### config.mk
export PLATFORM = sky130hd
export DESIGN_NAME = fetch_sequencer
export DESIGN_NICKNAME = d
export VERILOG_FILES = /design/src/rtl/fetch_sequencer.sv
export SDC_FILE = /design/constraint.sdc
export NUM_CORES = 1
export LEC_CHECK = 0
export ABC_AREA = 1
export BUFFER_PORTS_ARGS = -buffer_cell sky130_fd_sc_hd__buf_2
export CAP_MARGIN = 20
export CORE_ASPECT_RATIO = 0.5
export CORE_UTILIZATION = 35
export CTS_CLUSTER_DIAMETER = 120
export DETAILED_ROUTE_END_ITERATION = 10
export HOLD_SLACK_MARGIN = 0.05
export MAX_ROUTING_LAYER = met4
export PLACE_DENSITY = 0.62
export SLEW_MARGIN = 10
export SYNTH_ARGS = -nofsm -noshare
export SYNTH_HDL_FRONTEND = slang
export SYNTH_SLANG_ARGS = --single-unit
export TNS_END_PERCENT = 20
### constraint.sdc
create_clock -name clk -period 4 [get_ports clk]
set_input_delay 0.4 -clock clk [delete_from_list [all_inputs] [get_ports clk]]
set_output_delay 0.4 -clock clk [all_outputs]
set_load 0.05 [all_outputs]
### src/rtl/fetch_sequencer.sv
// Fetch PC sequencer: one outstanding imem request, redirect/kill handling, sticky timeout error.
// First request 1 cycle after en; inst_valid 1 cycle after accepted ack; HOLD stalls while inst_ready=0.
module fetch_sequencer #(
  parameter logic [31:0] RESET_PC = 32'h0000_0000,
  parameter int          TIMEOUT  = 16,
  parameter int          CNT_W    = 5
) (
  input  logic        clk,
  input  logic        rst,
  input  logic        en,
  output logic        imem_req,
  output logic [31:0] imem_addr,
  input  logic        imem_ack,
  input  logic [31:0] imem_rdata,
  output logic        inst_valid,
  output logic [31:0] inst,
  output logic [31:0] inst_pc,
  input  logic        inst_ready,
  input  logic        redirect_valid,
  input  logic [31:0] redirect_pc,
  output logic        fetch_err,
  output logic [31:0] fetch_pc
);

  typedef enum logic [1:0] {IDLE, REQ, HOLD, ERROR} stateT;

  stateT            state, nextState;
  logic [31:0]      pc, pcNext;
  logic [31:0]      reqAddr;
  logic [31:0]      instReg, instPcReg;
  logic [31:0]      redirTarget;
  logic             kill, killNext;
  logic [CNT_W-1:0] toCnt, toCntNext;
  logic             latchInst;
  logic             loadReqAddr;

  assign redirTarget = {redirect_pc[31:2], 2'b00};

  always_ff @(posedge clk or posedge rst) begin
    if (rst) begin
      state     <= IDLE;
      pc        <= RESET_PC;
      reqAddr   <= RESET_PC;
      kill      <= 1'b0;
      toCnt     <= '0;
      instReg   <= '0;
      instPcReg <= '0;
    end else begin
      state <= nextState;
      pc    <= pcNext;
      kill  <= killNext;
      toCnt <= toCntNext;
      // The bus address is held separately so a redirect never disturbs an in-flight request.
      if (loadReqAddr) reqAddr <= pcNext;
      if (latchInst) begin
        instReg   <= imem_rdata;
        instPcReg <= pc;
      end
    end
  end

  always_comb begin
    nextState   = state;
    pcNext      = pc;
    killNext    = kill;
    toCntNext   = '0;
    latchInst   = 1'b0;
    loadReqAddr = 1'b0;
    case (state)
      IDLE: begin
        if (redirect_valid) begin
          pcNext = redirTarget;
        end else if (en) begin
          nextState   = REQ;
          loadReqAddr = 1'b1;
        end
      end
      REQ: begin
        if (imem_ack) begin
          if (kill || redirect_valid) begin
            // Stale response: drop it and reissue at the (possibly new) target.
            killNext    = 1'b0;
            if (redirect_valid) pcNext = redirTarget;
            loadReqAddr = 1'b1;
          end else begin
            latchInst = 1'b1;
            pcNext    = pc + 32'd4;
            nextState = HOLD;
          end
        end else begin
          if (redirect_valid) begin
            killNext = 1'b1;
            pcNext   = redirTarget;
          end
          if (toCnt == CNT_W'(TIMEOUT - 1)) nextState = ERROR;
          else                              toCntNext = toCnt + 1'b1;
        end
      end
      HOLD: begin
        if (redirect_valid) begin
          pcNext      = redirTarget;
          nextState   = REQ;
          loadReqAddr = 1'b1;
        end else if (inst_ready) begin
          if (en) begin
            nextState   = REQ;
            loadReqAddr = 1'b1;
          end else begin
            nextState = IDLE;
          end
        end
      end
      ERROR: begin
        nextState = ERROR;
      end
      default: nextState = IDLE;
    endcase
  end

  assign imem_req   = (state == REQ);
  assign imem_addr  = reqAddr;
  assign inst_valid = (state == HOLD);
  assign inst       = instReg;
  assign inst_pc    = instPcReg;
  assign fetch_err  = (state == ERROR);
  assign fetch_pc   = pc;

endmodule

# Word level (Yosys, flattened, before mapping)
# Cells that the tools add are included.
# classes
n_addsub,2
n_mul,0
div,0
n_lt_le_gt_ge,0
n_eq_ne,10
shifts,0
n_mux,29
bitwise_logic,0
n_reduce_logical,6
# op_table
cell,count
two-way mux 32 bit,3
one-hot mux 32 bit (2 select lines),1
"adder 32 x 3 -> 32 bit, second input constant",1
two-way mux 5 bit,3
two-way mux 2 bit,7
two-way mux 1 bit,13
one-hot mux 2 bit (4 select lines),1
"!= test 3 x 1 -> 1 bit, second input constant",2
"adder 5 x 1 -> 5 bit, second input constant",1
"equality test 5 x 4 -> 1 bit, second input constant",1
AND reduction 5 bit,1
"equality test 2 bit, second input constant",2
"!= test 2 bit, second input constant",2
"!= test 3 bit, second input constant",1
one-hot mux 1 bit (3 select lines),1
AND reduction 3 bit,1
"equality test 2 x 1 -> 1 bit, second input constant",1
zero test 2 bit,1
"!= test 2 x 1 -> 1 bit, second input constant",1
nonzero test 2 bit,1
OR reduction 2 bit,1
logical OR 1 bit,1
# totals
regBits,136
latchBits,0
ramBits,0
romBits,0
input_bits,70
out_inout_bits,131
elab_cells,54
n_memories,0

# Logic depth before layout (Yosys ltp)
# Gate-level depths: netlist of the first run.
# logic_depth
depth_word,4
mapped_depth,13
ltp_nobuf,13

# Least setup slack after synthesis of the first run
# OpenSTA, ideal clock, no wires.
# synth_timing
path_kind,reg2reg
startpoint,register state[1]
endpoint,register reqAddr[11] (netlist: imem_addr[11])
setup_ns,0.118
arrival_ns,1.906
t_required_ns,3.882
path_slack_ns,1.976
path_stages_with_launch,9
path_buffers,1
synth_period_minus_slack_ns,2.024
path_cell_list,dfrtp_1 -> inv_2 -> nor2_1 -> nand2_1 -> nand3_4 -> inv_2 -> buf_2 -> nand2_1 -> nand2_1
# synth_via
elab_chain_cells,3
word_cells_on_any_way,6
cone_classes,2 x eq/ne; 2 x mux; 2 x reduce/logical
# synth_lines
element,line,text
from (decl),27,"stateT state, nextState;"
from (signal assigned),49,state <= nextState;
equality test 2 bit *,--,
net inst_valid,15,"output logic inst_valid,"
OR reduction 2 bit (no line),--,
one-hot mux 32 bit (2 select lines),69,case (state)
to (signal assigned),54,if (loadReqAddr) reqAddr <= pcNext;
to (decl),29,logic [31:0] reqAddr;
# Mark *: on every way through the listed nets, which the timed path passes. The rest lies on a longest branch.
# A chain may end at the register's enable or synchronous reset.

# Final worst setup path of the first run
# layout_timing
startpoint,register state[1]
endpoint,register reqAddr[26] (netlist: imem_addr[26])
# layout_via
elab_chain_cells,3
word_cells_on_any_way,6
cone_classes,2 x eq/ne; 2 x mux; 2 x reduce/logical
# layout_lines
element,line
equality test 2 bit or zero test 2 bit (tied branches),69
OR reduction 2 bit (no line),--
one-hot mux 32 bit (2 select lines),69
# Several ways; a longest one is shown, not always the timed one.

==> insert_results.sql, run 1 <==
INSERT INTO impl_metrics (metric_group, metric, value, unit) VALUES
('sta', 'final.setup.tns', '0', 'ns'),
('worst_setup_path', 'cp_num_buf_inv', '3', ''),
('routing', 'routed_len_inst', '16.0', 'um'),
('cts', 'holdBufCountCts', '0', ''),
('cts', 'clk_root_buffer_cell', 'sky130_fd_sc_hd__clkbuf_16', ''),
('power_and_ir_drop', 'power_consumption', '8.95', 'mW'),
('logic_synthesis', 'post_synth.cell_area_avg', '7.77', 'um2'),
('place', 'placed_cells', '1303', ''),
('routing', 'wirelength', '21300', 'um'),
('cells_and_area', 'layout-drive-gt1-share', '0.259', ''),
('cells_and_area', 'sequential_cell_area', '3400', 'um2'),
('cts', 'cts_buf_count', '17', ''),
('routing', 'routed-via-count', '6587', ''),
('sta', 'grt_setup_unrepaired', 'false', ''),
('sta', 'maxClockFrequency', '0.374', 'GHz'),
('place', 'portBuffers', '198', ''),
('floorplanning', 'initial_cell_density_of_the_core', '0.363', ''),
('worst_setup_path', 'crit_path_max_incr_delay', '0.45', 'ns'),
('logic_synthesis', 'postSynthCellCount', '875', ''),
('sta', 'finalCriticalPeriod', '2.67', 'ns'),
('logic_synthesis', 'synth_largest_area_cell', 'sky130_fd_sc_hd__dfrtp_1', ''),
('worst_setup_path', 'worstPathRequired', '4.35', 'ns'),
('logic_synthesis', 'post_synth_top_flop', 'sky130_fd_sc_hd__dfrtp_1', ''),
('worst_setup_path', 'crit_path_max_delay_family', 'simple AND/OR/NAND/NOR gates', ''),
('worst_setup_path', 'cp_max_fo', '39', ''),
('cts', 'clkLatencyLatePin', '0.42', 'ns'),
('global_route', 'number_of_global_route_vias_before_repair', '6091', ''),
('floorplanning', 'io-pin-count', '201', ''),
('sta', 'final-max-slew-violation-count', '0', ''),
('routing', 'met3RoutedLength', '1380', 'um'),
('routing', 'drt_pass_1_iters', '5', ''),
('run_status', 'status', 'completed', ''),
('global_route', 'grt_util_all_layers', '0.223', ''),
('sta', 'slew-limit-headroom', '0.449', ''),
('worst_setup_path', 'crit_chain', 'inv_2, nand2_2, nor2_4, nand2_4, inv_2, buf_4, nand3_1, nand2_1, nand2_1, nand2_1', ''),
('logic_synthesis', 'synth.ff_latch_count', '136', ''),
('floorplanning', 'die_x', '199', 'um'),
('sta', 'finalWorstSetupSlack', '1.33', 'ns'),
('routing', 'met1Wirelength', '10200', 'um'),
('routing', 'number_of_remaining_drc_errors', '0', ''),
('cts', 'cts.sink_count', '136', ''),
('cells_and_area', 'multi_input_gate_area', '2930', 'um2'),
('logic_synthesis', 'yosys.cell_count.top_type', 'sky130_fd_sc_hd__nand2_1', ''),
('logic_synthesis', 'synth-warning-count', '0', ''),
('cts', 'cts_repair_resize_count', '0', ''),
('place', 'place.detailed.hpwl', '15600', 'um'),
('cells_and_area', 'finalNetCount', '1135', ''),
('place', 'gp_congestion', '0.975', ''),
('place', 'dpl_cell_area', '8000', 'um2'),
('global_route', 'antenna_found_initial', '1', ''),
('logic_synthesis', 'synth-async-reset-ratio', '1.00', ''),
('cells_and_area', 'fillers', '1895', ''),
('cells_and_area', 'layout.core_utilization', '0.457', ''),
('worst_setup_path', 'criticalPathCategory', 'reg2reg', ''),
('logic_synthesis', 'synth-edff-count', '0', ''),
('logic_synthesis', 'synth_nets', '947', ''),
('routing', 'detailed_route_vias_per_instance', '4.93', ''),
('global_route', 'pin_count_of_the_biggest_net_entering_global_routing', '104', ''),
('sta', 'final_layout_worst_hold_slack', '0.0993', 'ns'),
('cts', 'cts_post_setup_buffers_inserted', '0', ''),
('cts', 'clk_path_buf_depth', '2', ''),
('worst_setup_path', 'setup.worst_path.end_class', 'register', ''),
('routing', 'detailroute.wirelength.met2', '9450', 'um'),
('routing', 'dr.first_iter.drc_count', '491', ''),
('cts', 'cts_tree', 'done', ''),
('logic_synthesis', 'yosysSeqAreaShare', '0.501', ''),
('floorplanning', 'fp.dieArea', '20000', 'um2'),
('logic_synthesis', 'ys_types', '39', ''),
('routing', 'detail-route-antenna-nets', '0', ''),
('power_and_ir_drop', 'ir_worst_vdd', '0.000359', 'V'),
('power_and_ir_drop', 'power_leakage', '4.43', 'nW');
-- sequential cells by signal, indices dropped and copies added (netlist names) --
signal,flops
fetch_pc,32
imem_addr,32
kill,1
inst,32
inst_pc,32
toCnt,5
state,2
-- report_power, final --
group	internal [mW]	switching (mW)	total (mW)	leakage, nW
Clock	0.863	0.607	1.47	0.257
Combinational	1.12	3.86	4.99	2.49
Sequential	2.00	0.495	2.50	1.68
Total	3.99	4.97	8.95	4.43
-- path summary, 6_finish.rpt --
kind                           startpoint       endpoint  slack [ns]  cells after the start
setup / recovery                 state[1]  imem_addr[26]        1.33                     10
max in group asynchronous             rst       toCnt[0]        2.86                      3
min in group clk           imem_rdata[30]       inst[30]        0.18                      3
setup reg to reg                 state[1]  imem_addr[26]        1.33                     10
hold reg to reg                  toCnt[0]       toCnt[0]        0.46                      1
hold / removal                        rst        inst[4]         0.1                      2
-- kinds of logic after synthesis --
kind of cell | count (synthesis) | synth area share
flip-flops | 136 | 0.501
buffers and inverters | 110 | 0.0687
adder cells (fa/ha/maj) | 2 | 0.00368
AND/OR/NAND/NOR | 477 | 0.297
multiplexers | 1 | 0.00147
AO/OA/AOI/OAI | 145 | 0.124
XOR/XNOR | 4 | 0.00515
-- area by class of cell --
class                      count  area share
clock buffer                  19      0.0518
clock inverter                12      0.0123
timing repair buffer         206       0.124
inverter                      73      0.0325
antenna                        1    0.000293
multi-input combinational    629       0.342
sequential                   136       0.398
tap                          259      0.0379
-- layout by cell type (no fill, tap or decap), types with 4 or more instances in the layout --
cell type and n:
sky130_fd_sc_hd__a21oi_1 32, sky130_fd_sc_hd__a22oi_1 13, sky130_fd_sc_hd__a31oi_1 5, sky130_fd_sc_hd__buf_2 198
sky130_fd_sc_hd__buf_4 7, sky130_fd_sc_hd__clkbuf_16 17, sky130_fd_sc_hd__clkinv_2 4, sky130_fd_sc_hd__clkinvlp_4 6
sky130_fd_sc_hd__dfrtp_1 136, sky130_fd_sc_hd__inv_1 68, sky130_fd_sc_hd__inv_2 4, sky130_fd_sc_hd__nand2_1 303
sky130_fd_sc_hd__nand2_2 6, sky130_fd_sc_hd__nand3_1 32, sky130_fd_sc_hd__nand4_1 6, sky130_fd_sc_hd__nor2_1 91
sky130_fd_sc_hd__nor2_2 6, sky130_fd_sc_hd__nor2_4 6, sky130_fd_sc_hd__nor3_1 6, sky130_fd_sc_hd__o211ai_1 12
sky130_fd_sc_hd__o21a_1 7, sky130_fd_sc_hd__o21ai_0 56, sky130_fd_sc_hd__o21ai_1 15, sky130_fd_sc_hd__or2_2 10
sky130_fd_sc_hd__xor2_1 4
-- routing by layer --
layer	global-route usage	up-vias
met5	-	-
met4	0.0633	0
met3	0.0465	26
met2	0.332	200
met1	0.307	3176
li1	-	3185
No activity file was read; power rests on OpenSTA's default activity.
==> run 2, diff against run 1 <==
--- a/config.mk
+++ b/config.mk
@@ -5,7 +5,7 @@
 export SDC_FILE = /design/constraint.sdc
 export NUM_CORES = 1
 export LEC_CHECK = 0
-export ABC_AREA = 1
+export ABC_AREA = 0
 export BUFFER_PORTS_ARGS = -buffer_cell sky130_fd_sc_hd__buf_2
 export CAP_MARGIN = 20
 export CORE_ASPECT_RATIO = 0.5
@@ -14,7 +14,7 @@
 export DETAILED_ROUTE_END_ITERATION = 10
 export HOLD_SLACK_MARGIN = 0.05
 export MAX_ROUTING_LAYER = met4
-export PLACE_DENSITY = 0.62
+export PLACE_DENSITY = 0.63
 export SLEW_MARGIN = 10
 export SYNTH_ARGS = -nofsm -noshare
 export SYNTH_HDL_FRONTEND = slang
==> constraint.sdc (replaced) <==
create_clock -name clk -period 2.3 [get_ports clk]
set_input_delay 0.23 -clock clk [delete_from_list [all_inputs] [get_ports clk]]
set_output_delay 0.23 -clock clk [all_outputs]
set_load 0.05 [all_outputs]
==> run 2 against run 1 <==
The flow now finishes with violations (design-rule violations). Cell area up 5.2%. Area after synthesis down 6.1%. Combinational power up 58%. Register-to-register slack worse by 1.2 ns. Synthesized cell count down 20%. Clock skew up 0.0037 ns. Power up 64%. Via count down 8.3%.
==> insert_results.sql, run 2 <==
INSERT INTO impl_metrics (metric_group, metric, value, unit) VALUES
('cts', 'clk_root_buffer_cell', 'sky130_fd_sc_hd__clkbuf_16', ''),
('cells_and_area', 'final_cells', '1214', ''),
('global_route', 'grt_pass1_wl', '33200', 'um'),
('logic_synthesis', 'yosysSeqAreaShare', '0.533', ''),
('cells_and_area', 'fillers', '1658', ''),
('worst_setup_path', 'crit_path_max_incr_delay', '0.54', 'ns'),
('cts', 'cts.sink_count', '136', ''),
('sta', 'fin_worst_skew', '0.0126', 'ns'),
('routing', 'dr.first_iter.drc_count', '367', ''),
('cells_and_area', 'finalNetCount', '1039', ''),
('worst_setup_path', 'worstPathRequired', '2.61', 'ns'),
('global_route', 'busiest_layer', 'met2', ''),
('sta', 'final.setup.tns', '0', 'ns'),
('sta', 'finalCriticalPeriod', '2.15', 'ns'),
('logic_synthesis', 'synth.cell_area', '6380', 'um2'),
('global_route', 'grtUsageMet2', '0.376', ''),
('power_and_ir_drop', 'switching_power', '7.49', 'mW'),
('cells_and_area', 'syn_to_final_growth', '40.8', '%'),
('sta', 'worstMarginPinSlew', '0.820', 'ns'),
('cts', 'clkLatencyLatePin', '0.42', 'ns'),
('power_and_ir_drop', 'ir_worst_vdd', '0.000841', 'V'),
('worst_setup_path', 'reg2reg_to', 'imem_addr[24]', ''),
('run_status', 'violations', 'design-rule violations', ''),
('sta', 'min_period_over_period', '0.936', ''),
('cells_and_area', 'layout-drive-gt1-share', '0.331', ''),
('global_route', 'global_route.usage.met3', '0.0415', ''),
('place', 'gp_congestion', '0.856', ''),
('run_status', 'status', 'finished with violations', ''),
('power_and_ir_drop', 'power_leakage', '4.48', 'nW'),
('logic_synthesis', 'synth-edff-count', '0', ''),
('cells_and_area', 'commonest_non_fill_non_tap_cell_in_the_layout', 'sky130_fd_sc_hd__nand2_1', ''),
('logic_synthesis', 'post_synth_top_flop', 'sky130_fd_sc_hd__dfrtp_1', ''),
('floorplanning', 'placement_rows', '34', ''),
('global_route', 'use_met1', '0.314', ''),
('power_and_ir_drop', 'power.internal', '7.20', 'mW'),
('global_route', 'pin_count_of_the_biggest_net_entering_global_routing', '53', ''),
('global_route', 'grt_remaining_overflow', '0', ''),
('global_route', 'number_of_global_route_vias_before_repair', '6322', ''),
('routing', 'wirelength', '20200', 'um'),
('power_and_ir_drop', 'p_seq_frac', '0.274', ''),
('sta', 'maxClockFrequency', '0.464', 'GHz'),
('worst_setup_path', 'cp_max_fo', '4', ''),
('floorplanning', 'io-pin-count', '201', ''),
('hold_path', 'min_path_type', 'in2reg', ''),
('run', 'max_cap_viol_count', '0', ''),
('routing', 'number_of_remaining_drc_errors', '6', ''),
('routing', 'routed_len_inst', '16.7', 'um'),
('floorplanning', 'design.core.area', '17600', 'um2'),
('cts', 'clk_transition_reported_paths', '0.06', 'ns'),
('logic_synthesis', 'post_synth_main_area_contributors', 'sky130_fd_sc_hd__dfrtp_1 (53%), sky130_fd_sc_hd__nand2_1 (13%), sky130_fd_sc_hd__mux2_2 (4.2%)', ''),
('cells_and_area', 'finish.instance_area', '8990', 'um2'),
('routing', 'drt_pass_1_iters', '10', ''),
('hold_path', 'hold_depth', '2', ''),
('power_and_ir_drop', 'power_frac_clock', '0.191', ''),
('power_and_ir_drop', 'power_consumption', '14.7', 'mW'),
('hold_path', 'hold-path-endpoint', 'toCnt[2]', ''),
('worst_setup_path', 'r2r_slack', '0.15', 'ns'),
('place', 'dpl_cell_area', '8050', 'um2'),
('global_route', 'grt_util_all_layers', '0.236', ''),
('logic_synthesis', 'synth-async-reset-ratio', '1.00', ''),
('worst_setup_path', 'crit_arrival', '2.46', 'ns'),
('cells_and_area', 'final_antenna_diode_count', '0', ''),
('cts', 'clk_path_buf_depth', '2', ''),
('logic_synthesis', 'synth.ff_latch_count', '136', ''),
('global_route', 'antenna_found_initial', '0', ''),
('floorplanning', 'die_x', '193', 'um'),
('worst_setup_path', 'cpMaxStageDelayCell', 'sky130_fd_sc_hd__or4_4', ''),
('sta', 'slew-limit-headroom', '0.447', ''),
('cts', 'cts_post_setup_buffers_inserted', '0', ''),
('worst_setup_path', 'crit-reg2reg-launch', 'fetch_pc[2]', ''),
('place', 'place.detailed.hpwl', '14400', 'um'),
('place', 'placed_cells', '1149', ''),
('sta', 'report.final.hold_viol_count', '0', ''),
('worst_setup_path', 'crit_chain', 'ha_1, nand2_1, or3_4, or4_4, o41ai_2, o31ai_2, mux2_4', ''),
('power_and_ir_drop', 'combPwrFrac', '0.535', ''),
('logic_synthesis', 'synth_nets', '774', ''),
('routing', 'routed-via-count', '6043', ''),
('logic_synthesis', 'synth_largest_area_cell', 'sky130_fd_sc_hd__dfrtp_1', ''),
('place', 'portBuffers', '198', ''),
('cts', 'cts.htree.levels', '4', ''),
('cts', 'cts_buf_count', '17', ''),
('logic_synthesis', 'synth_commonest_cells', 'sky130_fd_sc_hd__nand2_1 (215), sky130_fd_sc_hd__dfrtp_1 (136), sky130_fd_sc_hd__a21oi_1 (47)', ''),
('cts', 'cts_tree', 'done', ''),
('floorplanning', 'die_height', '97.5', 'um'),
('logic_synthesis', 'synth-warning-count', '0', ''),
('worst_setup_path', 'criticalPathCategory', 'reg2reg', ''),
('hold_path', 'hp-start', 'imem_ack', ''),
('sta', 'grt_setup_unrepaired', 'false', ''),
('routing', 'detail-route-antenna-nets', '0', ''),
('logic_synthesis', 'ys_types', '52', ''),
('logic_synthesis', 'post_synth.cell_area_avg', '9.10', 'um2'),
('power_and_ir_drop', 'power_density_normalized_to_cell_area', '1640', 'nW/um2'),
('power_and_ir_drop', 'power_switching_share', '0.510', ''),
('floorplanning', 'initial_cell_density_of_the_core', '0.363', ''),
('sta', 'final-max-slew-violation-count', '0', ''),
('logic_synthesis', 'yosys.cell_count.top_type', 'sky130_fd_sc_hd__nand2_1', ''),
('worst_setup_path', 'setup.worst_path.end_class', 'register', ''),
('routing', 'detailed_route_vias_per_instance', '4.98', ''),
('cells_and_area', 'most-common-layout-cells', 'sky130_fd_sc_hd__nand2_1 (214), sky130_fd_sc_hd__buf_2 (198), sky130_fd_sc_hd__dfrtp_1 (136), sky130_fd_sc_hd__buf_4 (51), sky130_fd_sc_hd__a21oi_1 (47)', ''),
('sta', 'finalSetupViolCount', '0', ''),
('worst_setup_path', 'worst_setup_path_start_kind', 'register', ''),
('logic_synthesis', 'synth.top_cell.area_share', '0.533', ''),
('floorplanning', 'fp.dieArea', '18800', 'um2'),
('worst_setup_path', 'reg2reg_depth', '7', ''),
('logic_synthesis', 'postSynthCellCount', '702', '');
==> run 2: cell types whose count changed in the layout (fill, tap and decap cells not counted), sizes merged, moves of 13 or more <==
| cell | before | now |
|---|---|---|
| nor2 | 103 | 45 |
| o211ai | 14 | 1 |
| mux2 | 0 | 25 |
| a21oi | 32 | 47 |
| mux2i | 1 | 16 |
| dlygate4sd3 | 0 | 33 |
| o21ai | 71 | 34 |
| a22oi | 13 | 0 |
| nand3 | 35 | 18 |
| buf | 206 | 256 |
| inv | 72 | 15 |
| nand2 | 311 | 215 |
==> run 2: cells by family (layout without fill, tap and decap cells) <==
logic type	count (synthesis)	after routing	synth area share
AOI/OAI and AO/OA	135	135	0.131
adders and majority gates	2	2	0.00392
DFF	136	136	0.533
muxes	41	41	0.0698
buffers and inverters	57	335	0.0361
and+or+nand+nor	318	318	0.209
xor gates and xnor gates	13	13	0.0178
==> run 2: power by group through the flow <==
stage | clock, mW | sequential, mW | combinational (mW)
4_1_cts | 2.88 | 4.02 | 7.89
3_5_place_dp | 0 | 4.05 | 7.83
6_report | 2.81 | 4.02 | 7.86
5_1_grt | 3.00 | 4.16 | 8.40
3_3_place_gp | 0 | 4.01 | 7.75
2_1_floorplan | 0 | 7.38 | 2.13
==> run 2: worst max-delay path: cells and delay by family (launching register included) <==
kind | cells | cell delay, ns
AND/OR/NAND/NOR | 3 | 1.04
flip-flops | 1 | 0.39
AO/OA/AOI/OAI | 2 | 0.17
adder cells (fa/ha/maj) | 1 | 0.18
multiplexers | 1 | 0.26
==> run 2: routing by layer <==
metal	share of wire	vias up
met5	0	-
met4	0.0068	0
met1	0.47	2970
met2	0.48	139
li1	-	2919
met3	0.040	15
==> run 2: cell type report <==
type,instances,area [um2],share of cell area
clock buffers,19,433,0.0482
clock inverters,13,170,0.0189
inverters,14,56.3,0.00626
multi-input cells,509,2790,0.310
flip-flops and latches,136,3400,0.379
well taps,234,293,0.0326
repair buffers,289,1840,0.205
==> run 2: stage by stage <==
step                 util  setup WS (ns)  hold slack, ns
finish              0.510          0.147          0.0767
global route        0.510         0.0431          0.0745
CTS                 0.510         0.0783          0.0514
detailed placement  0.457         0.0857           0.344
global placement    0.457         0.0845           0.324
floorplan               -         -0.355           0.300
==> run 2: how the worst max path moves through the flow <==
| stage | depth (start not counted) | end | slack, ns | startpoint |
|---|---|---|---|---|
| 6_report | 7 | imem_addr[24] | 0.15 | fetch_pc[2] |
| 2_1_floorplan | 8 | imem_addr[24] | -0.36 | fetch_pc[2] |
| 4_1_cts | 7 | imem_addr[24] | 0.08 | fetch_pc[2] |
| 3_3_place_gp | 8 | fetch_pc[16] | 0.08 | imem_ack |
| 5_1_grt | 7 | imem_addr[17] | 0.04 | fetch_pc[3] |
| 3_5_place_dp | 7 | imem_addr[24] | 0.09 | fetch_pc[2] |
==> run 2: what timing repair did <==
item / 4_1_cts / 5_1_grt
endpoints found under the setup margin: 0 / 3
gates resized for setup: 0 / 2
hold buffers: 33 / 0
endpoints found under the hold margin: 53 / 0
==> run 3, diff against run 2 <==
--- a/config.mk
+++ b/config.mk
@@ -15,6 +15,7 @@
 export HOLD_SLACK_MARGIN = 0.05
 export MAX_ROUTING_LAYER = met4
 export PLACE_DENSITY = 0.63
+export REMOVE_ABC_BUFFERS = 1
 export SLEW_MARGIN = 10
 export SYNTH_ARGS = -nofsm -noshare
 export SYNTH_HDL_FRONTEND = slang
==> run 3 against run 2 <==
The run still ends with design-rule violations left. Largest power group unchanged. Clock skew down 0.00060 ns. Power down 1.9%. Die area unchanged. Critical path depth unchanged.
==> insert_results.sql, run 3 (synthesis results as in run 2) <==
INSERT INTO impl_metrics (metric_group, metric, value, unit) VALUES
('hold_path', 'hold-path-endpoint', 'toCnt[2]', ''),
('worst_setup_path', 'worst_setup_path_start_kind', 'register', ''),
('floorplanning', 'die_height', '97.5', 'um'),
('cells_and_area', 'finish.instance_area', '8910', 'um2'),
('place', 'place.detailed.hpwl', '13200', 'um'),
('routing', 'number_of_remaining_drc_errors', '10', ''),
('worst_setup_path', 'crit-reg2reg-launch', 'fetch_pc[2]', ''),
('global_route', 'number_of_global_route_vias_before_repair', '5909', ''),
('worst_setup_path', 'r2r_slack', '0.11', 'ns'),
('routing', 'routed_len_inst', '15.6', 'um'),
('cts', 'clk_transition_reported_paths', '0.06', 'ns'),
('sta', 'min_period_over_period', '0.951', ''),
('worst_setup_path', 'crit_arrival', '2.49', 'ns'),
('cells_and_area', 'commonest_non_fill_non_tap_cell_in_the_layout', 'sky130_fd_sc_hd__nand2_1', ''),
('floorplanning', 'design.core.area', '17600', 'um2'),
('routing', 'wirelength', '18900', 'um'),
('cts', 'clk_path_buf_depth', '2', ''),
('worst_setup_path', 'reg2reg_depth', '7', ''),
('sta', 'grt_setup_unrepaired', 'false', ''),
('routing', 'routed-via-count', '5931', ''),
('worst_setup_path', 'reg2reg_to', 'imem_addr[24]', ''),
('global_route', 'grt_pass1_wl', '30900', 'um'),
('floorplanning', 'initial_cell_density_of_the_core', '0.363', ''),
('place', 'placed_cells', '1143', ''),
('cells_and_area', 'final_antenna_diode_count', '0', ''),
('cts', 'cts_post_setup_buffers_inserted', '0', ''),
('global_route', 'pin_count_of_the_biggest_net_entering_global_routing', '54', ''),
('hold_path', 'min_path_type', 'in2reg', ''),
('cells_and_area', 'syn_to_final_growth', '39.6', '%'),
('sta', 'slew-limit-headroom', '0.369', ''),
('global_route', 'grt_util_all_layers', '0.215', ''),
('cts', 'cts_buf_count', '17', ''),
('power_and_ir_drop', 'ir_worst_vdd', '0.000614', 'V'),
('cells_and_area', 'final_cells', '1208', ''),
('global_route', 'grt_remaining_overflow', '0', ''),
('hold_path', 'hold_depth', '2', ''),
('power_and_ir_drop', 'power_density_normalized_to_cell_area', '1620', 'nW/um2'),
('routing', 'detailed_route_vias_per_instance', '4.91', ''),
('place', 'dpl_cell_area', '8010', 'um2'),
('global_route', 'antenna_found_initial', '0', ''),
('cells_and_area', 'layout-drive-gt1-share', '0.324', ''),
('worst_setup_path', 'setup.worst_path.end_class', 'register', ''),
('worst_setup_path', 'cp_max_fo', '4', ''),
('sta', 'report.final.hold_viol_count', '0', ''),
('sta', 'worstMarginPinSlew', '0.937', 'ns'),
('cts', 'cts.sink_count', '136', ''),
('cts', 'clkLatencyLatePin', '0.42', 'ns'),
('routing', 'dr.first_iter.drc_count', '349', ''),
('cells_and_area', 'most-common-layout-cells', 'sky130_fd_sc_hd__nand2_1 (214), sky130_fd_sc_hd__buf_2 (198), sky130_fd_sc_hd__dfrtp_1 (136), sky130_fd_sc_hd__a21oi_1 (47), sky130_fd_sc_hd__nor2_1 (45)', ''),
('sta', 'finalCriticalPeriod', '2.19', 'ns'),
('run_status', 'status', 'finished with violations', ''),
('floorplanning', 'placement_rows', '34', ''),
('worst_setup_path', 'criticalPathCategory', 'reg2reg', ''),
('run', 'max_cap_viol_count', '0', ''),
('worst_setup_path', 'worstPathRequired', '2.60', 'ns'),
('routing', 'drt_pass_1_iters', '8', ''),
('sta', 'finalWorstSetupSlack', '0.112', 'ns'),
('cells_and_area', 'finalNetCount', '1033', ''),
('place', 'place_ws', '0.113', 'ns'),
('cts', 'clk_root_buffer_cell', 'sky130_fd_sc_hd__clkbuf_16', ''),
('floorplanning', 'io-pin-count', '201', ''),
('place', 'portBuffers', '198', ''),
('sta', 'final-max-slew-violation-count', '0', ''),
('cts', 'cts_tree', 'done', ''),
('hold_path', 'hp-start', 'imem_ack', ''),
('sta', 'maxClockFrequency', '0.457', 'GHz'),
('cells_and_area', 'fillers', '1631', ''),
('sta', 'fin_worst_skew', '0.0120', 'ns'),
('run_status', 'violations', 'design-rule violations', ''),
('floorplanning', 'fp.dieArea', '18800', 'um2'),
('power_and_ir_drop', 'power_leakage', '4.43', 'nW'),
('routing', 'detail-route-antenna-nets', '0', ''),
('place', 'gp_congestion', '0.826', ''),
('sta', 'finalSetupViolCount', '0', ''),
('floorplanning', 'die_x', '193', 'um'),
('cts', 'cts.htree.levels', '4', '');
run 3: worst max-delay path by stage:
stage | start | to | slack [ns] | cells after the start
2_1_floorplan | state[0] | fetch_pc[29] | -1.95 | 6
3_3_place_gp | fetch_pc[2] | imem_addr[24] | 0.14 | 7
3_5_place_dp | fetch_pc[2] | imem_addr[24] | 0.11 | 7
4_1_cts | fetch_pc[2] | imem_addr[24] | 0.11 | 7
5_1_grt | fetch_pc[2] | imem_addr[17] | 0.004 | 7
6_report | fetch_pc[2] | imem_addr[24] | 0.11 | 7
run 3: where the power goes:
group          internal, mW  switching (mW)  leakage [nW]  total, mW
clock network          1.53            1.11         0.260       2.64
registers              3.37           0.650          1.64       4.02
logic                  2.07            5.68          2.53       7.75
total                  6.97            7.44          4.43       14.4
run 3: metal layers:
layer  track usage  part of all wire
met5             -                 0
met1         0.282              0.47
met3        0.0423             0.043
met2         0.349              0.48
met4        0.0397            0.0063
run 3: repair_timing:
action                                 in CTS  in global routing
gates resized for setup                     0                  0
hold buffers                               33                  0
endpoints found under the hold margin      81                  0
run 3: worst max-delay path, cell delays in order (launching register included):
cell and delay, ns:
sky130_fd_sc_hd__dfrtp_1 0.34, sky130_fd_sc_hd__ha_1 0.17, sky130_fd_sc_hd__nand2_1 0.10, sky130_fd_sc_hd__or3_1 0.47
sky130_fd_sc_hd__or4_4 0.56, sky130_fd_sc_hd__o41ai_2 0.07, sky130_fd_sc_hd__o31ai_2 0.10, sky130_fd_sc_hd__mux2_4 0.26
run 3: through the flow:
step	util	total power [mW]	hold WS (ns)	setup TNS [ns]
after floorplan	-	9.42	0.300	-390.84
after global placement	0.455	11.6	0.317	0
after detailed placement	0.455	11.8	0.317	0
after CTS	0.506	14.5	0.0713	0
after global routing	0.506	15.2	0.0834	0
final	0.506	14.4	0.0841	0
run 3: cell type report:
class	instances	area, um2	area share
tap	234	293	0.0329
timing repair buffer	283	1810	0.203
clock buffer	20	447	0.0501
inverter	14	57.6	0.00646
multi-input combinational	509	2780	0.312
sequential	136	3400	0.382
clock inverter	12	120	0.0135
